==> src/rtl/fft_result_unloader_if.sv <==
`default_nettype none
// =====================================================================
// fft_result_unloader_if
// Start/config, SRAM read port and sample stream of the result unloader.
// Revision: 1.0
// =====================================================================
interface fft_result_unloader_if #(
  parameter int ADDR_W   = 8,
  parameter int LANES    = 4,
  parameter int SAMPLE_W = 32
);
  logic                      i_start;
  logic [2:0]                i_point_config;
  logic [ADDR_W-1:0]         o_raddress;
  logic                      o_ren;
  logic [LANES*SAMPLE_W-1:0] i_rdata;
  logic [SAMPLE_W-1:0]       o_sample;
  logic                      o_sample_valid;
  logic                      i_sample_ready;
  logic                      o_last;
  logic                      o_busy;
  logic                      o_done;

  modport master (
    input  i_start, i_point_config, i_rdata, i_sample_ready,
    output o_raddress, o_ren, o_sample, o_sample_valid, o_last, o_busy, o_done
  );

  modport slave (
    output i_start, i_point_config, i_rdata, i_sample_ready,
    input  o_raddress, o_ren, o_sample, o_sample_valid, o_last, o_busy, o_done
  );
endinterface
`default_nettype wire

==> src/rtl/fft_result_unloader.sv <==
`default_nettype none
// =====================================================================
// fft_result_unloader
// Reads a finished transform out of the sample SRAM and streams it as one
// complex sample per cycle. Macro UNLOAD_BITREV_EN: bit-reversed word order.
// Revision: 1.0
// =====================================================================
module fft_result_unloader #(
  parameter int ADDR_W   = 8,
  parameter int LANES    = 4,
  parameter int SAMPLE_W = 32
) (
  input wire                    clk,
  input wire                    rstn,
  fft_result_unloader_if.master bus
);
  localparam int LANE_W = $clog2(LANES);
  localparam int CNT_W  = ADDR_W + 1;
  localparam int SMP_W  = ADDR_W + LANE_W;
  localparam int WORD_W = LANES * SAMPLE_W;

  typedef enum logic [0:0] {IDLE = 1'b0, RUN = 1'b1} state_t;

  state_t            state;
  logic [CNT_W-1:0]  words_total;
  logic [CNT_W-1:0]  rd_cnt;
  logic [SMP_W-1:0]  last_idx;
  logic [SMP_W-1:0]  smp_cnt;
  logic [LANE_W-1:0] lane_cnt;
  logic [ADDR_W-1:0] raddr;
  logic              ren;
  logic              pend;
  logic              done;
  logic [1:0]        fifo_cnt;
  logic              wr_ptr;
  logic              rd_ptr;
  logic [WORD_W-1:0] fifo_mem [2];

  logic [2:0]                     cfg_eff;
  logic [CNT_W-1:0]               words_nx;
  logic [SMP_W-1:0]               last_nx;
  logic [LANES-1:0][SAMPLE_W-1:0] head;
  logic                           valid;
  logic                           hs;
  logic                           pop;
  logic                           last;
  logic [1:0]                     cnt_nx;
  logic                           can_issue;
  logic [ADDR_W-1:0]              issue_addr;

  assign cfg_eff  = (bus.i_point_config > 3'd6) ? 3'd6 : bus.i_point_config;
  assign words_nx = CNT_W'((32'd16 << cfg_eff) / LANES);
  assign last_nx  = SMP_W'((32'd16 << cfg_eff) - 32'd1);

  // The FIFO is write-through: the word arriving from the SRAM this cycle
  // is already the head when nothing older is buffered.
  assign head  = (fifo_cnt != 2'd0) ? fifo_mem[rd_ptr] : bus.i_rdata;
  assign valid = (fifo_cnt != 2'd0) || pend;
  assign hs    = valid && bus.i_sample_ready;
  assign pop   = hs && (lane_cnt == LANE_W'(LANES - 1));
  assign last  = valid && (smp_cnt == last_idx);

  // Occupancy after this edge plus any read issued now must leave room.
  assign cnt_nx    = fifo_cnt + {1'b0, pend} - {1'b0, pop};
  assign can_issue = (state == RUN) && (rd_cnt < words_total) &&
                     (({1'b0, cnt_nx} + {2'b00, ren}) < 3'd2);

`ifdef UNLOAD_BITREV_EN
  logic [2:0]        cfg_q;
  logic [ADDR_W-1:0] rev;

  always_comb begin
    rev = '0;
    for (int b = 0; b < ADDR_W; b++) rev[b] = rd_cnt[ADDR_W-1-b];
  end

  // rd_cnt < words_total, so a full-width reverse puts the live bits on top.
  assign issue_addr = rev >> (ADDR_W + LANE_W - 4 - int'(cfg_q));

  always_ff @(posedge clk or negedge rstn) begin
    if (!rstn)                          cfg_q <= '0;
    else if (state == IDLE && bus.i_start) cfg_q <= cfg_eff;
  end
`else
  assign issue_addr = rd_cnt[ADDR_W-1:0];
`endif

  always_ff @(posedge clk or negedge rstn) begin
    if (!rstn) begin
      state       <= IDLE;
      words_total <= '0;
      rd_cnt      <= '0;
      last_idx    <= '0;
      smp_cnt     <= '0;
      lane_cnt    <= '0;
      raddr       <= '0;
      ren         <= 1'b0;
      pend        <= 1'b0;
      done        <= 1'b0;
      fifo_cnt    <= 2'd0;
      wr_ptr      <= 1'b0;
      rd_ptr      <= 1'b0;
    end else begin
      done     <= 1'b0;
      pend     <= ren;
      fifo_cnt <= cnt_nx;
      if (pend) wr_ptr <= ~wr_ptr;
      if (pop)  rd_ptr <= ~rd_ptr;
      case (state)
        IDLE: begin
          ren <= 1'b0;
          if (bus.i_start) begin
            state       <= RUN;
            words_total <= words_nx;
            last_idx    <= last_nx;
            rd_cnt      <= CNT_W'(1);
            ren         <= 1'b1;
            raddr       <= '0;
            lane_cnt    <= '0;
            smp_cnt     <= '0;
          end
        end
        RUN: begin
          if (hs) begin
            lane_cnt <= lane_cnt + 1'b1;
            smp_cnt  <= smp_cnt + 1'b1;
          end
          if (can_issue) begin
            ren    <= 1'b1;
            raddr  <= issue_addr;
            rd_cnt <= rd_cnt + 1'b1;
          end else begin
            ren <= 1'b0;
          end
          if (hs && last) begin
            state <= IDLE;
            done  <= 1'b1;
          end
        end
        default: state <= IDLE;
      endcase
    end
  end

  always_ff @(posedge clk) begin
    if (pend) fifo_mem[wr_ptr] <= bus.i_rdata;
  end

  assign bus.o_ren          = ren;
  assign bus.o_raddress     = raddr;
  assign bus.o_sample_valid = valid;
  assign bus.o_sample       = valid ? head[lane_cnt] : '0;
  assign bus.o_last         = last;
  assign bus.o_busy         = (state == RUN);
  assign bus.o_done         = done;
endmodule
`default_nettype wire
==> src/flat_wrapper.sv <==
// flat-port wrapper written by rule: the top's interface ports become plain ports
module fft_result_unloader_flat 
#(
  parameter int ADDR_W   = 8,
  parameter int LANES    = 4,
  parameter int SAMPLE_W = 32
)
  (clk, rstn, bus_i_start, bus_i_point_config, bus_i_rdata, bus_i_sample_ready, bus_o_raddress, bus_o_ren, bus_o_sample, bus_o_sample_valid, bus_o_last, bus_o_busy, bus_o_done);
  fft_result_unloader_if #(.ADDR_W(ADDR_W), .LANES(LANES), .SAMPLE_W(SAMPLE_W)) bus_i ();
  input wire clk;
  input wire rstn;
  input wire logic [$bits(bus_i.i_start)-1:0] bus_i_start;
  input wire logic [$bits(bus_i.i_point_config)-1:0] bus_i_point_config;
  input wire logic [$bits(bus_i.i_rdata)-1:0] bus_i_rdata;
  input wire logic [$bits(bus_i.i_sample_ready)-1:0] bus_i_sample_ready;
  output wire logic [$bits(bus_i.o_raddress)-1:0] bus_o_raddress;
  output wire logic [$bits(bus_i.o_ren)-1:0] bus_o_ren;
  output wire logic [$bits(bus_i.o_sample)-1:0] bus_o_sample;
  output wire logic [$bits(bus_i.o_sample_valid)-1:0] bus_o_sample_valid;
  output wire logic [$bits(bus_i.o_last)-1:0] bus_o_last;
  output wire logic [$bits(bus_i.o_busy)-1:0] bus_o_busy;
  output wire logic [$bits(bus_i.o_done)-1:0] bus_o_done;
  assign bus_i.i_start = bus_i_start;
  assign bus_i.i_point_config = bus_i_point_config;
  assign bus_i.i_rdata = bus_i_rdata;
  assign bus_i.i_sample_ready = bus_i_sample_ready;
  assign bus_o_raddress = bus_i.o_raddress;
  assign bus_o_ren = bus_i.o_ren;
  assign bus_o_sample = bus_i.o_sample;
  assign bus_o_sample_valid = bus_i.o_sample_valid;
  assign bus_o_last = bus_i.o_last;
  assign bus_o_busy = bus_i.o_busy;
  assign bus_o_done = bus_i.o_done;
  fft_result_unloader #(.ADDR_W(ADDR_W), .LANES(LANES), .SAMPLE_W(SAMPLE_W)) u_core (.clk(clk), .rstn(rstn), .bus(bus_i));
endmodule
==> config.mk <==
export PLATFORM = sky130hd
export DESIGN_NAME = fft_result_unloader_flat
export DESIGN_NICKNAME = d
export VERILOG_FILES = /design/src/rtl/fft_result_unloader_if.sv /design/src/rtl/fft_result_unloader.sv /design/src/flat_wrapper.sv
export SDC_FILE = /design/constraint.sdc
export NUM_CORES = 1
export LEC_CHECK = 0
export CORE_MARGIN = 4
export CORE_UTILIZATION = 45
export CTS_CLUSTER_DIAMETER = 120
export DETAILED_ROUTE_END_ITERATION = 16
export PLACE_DENSITY_LB_ADDON = 0.15
export SLEW_MARGIN = 15
export SYNTH_ARGS = -nofsm -noshare
export SYNTH_HDL_FRONTEND = slang
export SYNTH_SLANG_ARGS = --single-unit
export TNS_END_PERCENT = 100
==> constraint.sdc <==
create_clock -name clk -period 6.73 [get_ports clk]
set_input_delay 2.019 -clock clk [delete_from_list [all_inputs] [get_ports clk]]
set_output_delay 2.019 -clock clk [all_outputs]
set_load 0.05 [all_outputs]
==> flow_summary_export.csv <==
group,metric,value,unit
run_status,status,"completed",
clocking,root_buffer,"clkbuf_16",
clocking,insertion_delay,0.49,ns
sta,rsz0062_at_grt,"no",
global_routing,grt_first_pass_wirelength,44.9,mm
synthesis,synth_xor_area_frac,0.00708,
sta,fin_worst_skew,0.0150,ns
power_and_ir_drop,swShare,0.374,
clocking,cts_hold_buf,0,
power_and_ir_drop,power.static_leakage,5.64,nW
die,start_util,0.459,
place,gp_congestion,0.725,
hold_path,hold_class,"flip-flop to flip-flop",
setup_path,cpPeakStageDelay,0.89,ns
sta,setup_viol,0,
job,maxCapViolations,0,
clocking,cts_setup_buffers,0,
clocking,clock-sinks,307,
sta,fin_hold_ws,0.467,ns
global_routing,antenna_found_initial,1,
sta,final-max-slew-violation-count,0,
clocking,htree_num_levels,2,
finish,syn2layout_area_growth,24.8,%
detailed_routing,wl,28.1,mm
power_and_ir_drop,clockPowerShare,0.221,
clocking,numCtsBuffers,35,
synthesis,synthMuxAreaShare,0.179,
finish,num-nets-final,1116,
die,die_w,180,microns
place,io_buffers,179,
global_routing,grt_pass1_vias,7956,
synthesis,synthArstFlopShare,0.166,
finish,drive_gt1_frac,0.167,
clocking,postCtsResizedCells,0,
die,ios,180,
detailed_routing,detail-route-antenna-nets,0,
synthesis,syn_nets,937,
global_routing,track_usage,0.173,
synthesis,synth_adder_area_share,0.0113,
power_and_ir_drop,power_frac_seq,0.366,
synthesis,synth_top_family_by_area,"multiplexers",
detailed_routing,dr.first_iter.drc_count,486,
synthesis,avgSynthCellArea,16.8,sq um
setup_path,worstPathMaxFanout,3,
finish,antennaDiodeCount,0,
synthesis,synth_simple_gate_area_frac,0.0507,
synthesis,yosys-top-cells-count,"edfxtp_1, mux4_2, o21ai_0",
synthesis,synth_area_leader_cell,"edfxtp_1",
detailed_routing,post-route-drc-count,0,
sta,finalHoldViolations,0,
power_and_ir_drop,internal-power,0.00488,W
setup_path,worst_ep_arrival_time,4.08,ns
finish,finish.instance_area,16500,sq um
synthesis,synth_edf_count,256,
die,rows,62,
synthesis,ys_warn_count,0,
synthesis,synthTopCellsByArea,"edfxtp_1, mux4_2, dfrtp_1",
place,dp_hpwl,17.5,mm
place,place_area,15500,sq um
setup_path,cp_cell_sequence,"clkdlybuf4s50_1 -> mux2i_1 -> nand2_1 -> o21ai_0 -> a221oi_1 -> clkdlybuf4s50_1",
power_and_ir_drop,p_switching,0.00292,W
synthesis,synth_most_common_cell,"edfxtp_1",
setup_path,crit_slowest_cell,"clkdlybuf4s50_1",
synthesis,synth_top_area_frac,0.580,
setup_path,critPathLaunchType,"primary input",
die,core-area,28900,sq um
power_and_ir_drop,ir_worst_vdd,356,uV
synthesis,seq_area_frac_synth,0.676,
setup_path,critPathKind,"primary input to output port",
setup_path,crit_required,4.71,ns
power_and_ir_drop,p_comb_frac,0.413,
detailed_routing,routed-via-count,7568,
clocking,clk_pin_slew,0.06,ns
die,dieArea,32300,sq um
setup_path,cpMostUsedCell,"clkdlybuf4s50_1",
synthesis,synth_ff_type,"edfxtp_1",
clocking,cts_tree,"built",
synthesis,synth_compound_area_frac,0.0555,
global_routing,grt-ovfl-total,0,
global_routing,grt_max_degree,67,
setup_path,endpoint_kind,"output port",
setup_path,cp_num_buf_inv,2,
sta,relSlewSlack,0.383,
synthesis,syn_area,13300,sq um
detailed_routing,wl_per_cell,20.3,microns
synthesis,ys_seq_elements,307,
synthesis,yosysUniqueCellTypes,42,
power_and_ir_drop,total_power,0.00780,W
setup_path,critical-path-top-delay-family,"buffers and inverters",
sta,worst_slew_pin_slew,0.926,ns
clocking,cts_max_path_buffers,3,
sta,setup_tns,0,ns
synthesis,synthCells,790,
sta,fin_crit,6.10,ns
detailed_routing,via_per_inst,5.49,
detailed_routing,first_pass_iters,5,
power_and_ir_drop,cellPowerDensity,472,nW/um^2
sta,fin_crit_sh,0.907,
sta,max_freq,0.164,GHz
die,die_y,180,microns
metrics by stage:
step / worst slack (ns) / utilization / std cells
2_1_floorplan: 1.24 / - / 790
3_3_place_gp: 0.644 / 0.537 / 1316
3_5_place_dp: 0.646 / 0.537 / 1316
4_1_cts: 0.625 / 0.573 / 1379
5_1_grt: 0.535 / 0.573 / 1379
6_report: 0.628 / 0.573 / 1379
cell usage in the layout (no fill, tap or decap), types with 3 or more instances in the layout:
master / netlist / layout
nand4_1: 5 / 5
a21oi_1: 9 / 9
mux4_2: 82 / 82
xnor2_1: 6 / 6
dfrtp_4: 0 / 3
a22o_1: 5 / 5
o41ai_1: 4 / 4
ha_1: 12 / 12
nor3_1: 4 / 4
a21o_1: 3 / 3
dfrtp_1: 51 / 48
and2_1: 4 / 3
nor2_1: 26 / 24
a221oi_1: 14 / 14
clkdlybuf4s50_1: 0 / 178
edfxtp_1: 256 / 256
nand3_1: 40 / 40
o21ai_0: 68 / 68
clkbuf_16: 0 / 37
and3_1: 6 / 6
clkinv_1: 0 / 7
inv_1: 15 / 15
buf_4: 0 / 13
clkinv_2: 0 / 5
nand2b_1: 3 / 3
o31ai_1: 5 / 5
or4_1: 3 / 3
mux2i_1: 37 / 37
nor4_1: 3 / 3
nand2_1: 46 / 46
mux2_2: 14 / 14
clkbuf_1: 37 / 10
area by class of cell:
class	count	area, sq um
fillers	2291	12300
flip-flops and latches	307	8970
multi-input cells	416	4050
repair buffers	194	1920
clock buffers	49	991
well taps	384	480
clock inverters	14	67.6
inverters	15	56.3
cell families after synthesis:
group                    Yosys count
AND/OR/NAND/NOR                  144
XOR/XNOR                           9
AO/OA/AOI/OAI                    118
flip-flops                       307
multiplexers                     133
buffers and inverters             67
adder cells (fa/ha/maj)           12
state kept, by name, indices dropped and copies added, names as in the netlist, 2 cells and up:
signal and flops:
u_core.fifo_mem 256, u_core.smp_cnt 10, u_core.rd_cnt 9, u_core.bus.o_raddress 8, u_core.last_idx 7, u_core.words_total 7
u_core.fifo_cnt 2, u_core.lane_cnt 2
power by group through the flow:
stage          clock network [W]  registers (W)  logic (W)
2_1_floorplan                  0        0.00278    0.00236
3_3_place_gp                   0        0.00290    0.00326
3_5_place_dp                   0        0.00291    0.00327
4_1_cts                  0.00178        0.00287    0.00328
5_1_grt                  0.00185        0.00292    0.00347
6_report                 0.00173        0.00285    0.00322
worst paths after layout:
check | start | endpoint | slack (ns) | cells after the start
worst min register to register | u_core.bus.o_ren | u_core.pend | 0.47 | 0
min in group asynchronous | rstn | u_core.bus.o_raddress[3] | 1.63 | 2
max in group asynchronous | rstn | u_core.lane_cnt[0] | 4.59 | 2
worst max register to register | u_core.lane_cnt[0] | u_core.bus.o_raddress[3] | 3.03 | 10
worst min-delay path | u_core.bus.o_ren | u_core.pend | 0.47 | 0
worst max-delay path | bus_i_rdata[125] | bus_o_sample[29] | 0.63 | 6
routing by layer:
layer / global-route usage / vias to the layer above / wire length, microns
li1: - / 3544 / -
met1: 0.247 / 3792 / 12700
met2: 0.280 / 198 / 13600
met3: 0.0364 / 32 / 1410
met4: 0.0338 / 2 / 362
met5: 0 / - / 20
(Power assumes the default switching activity.)
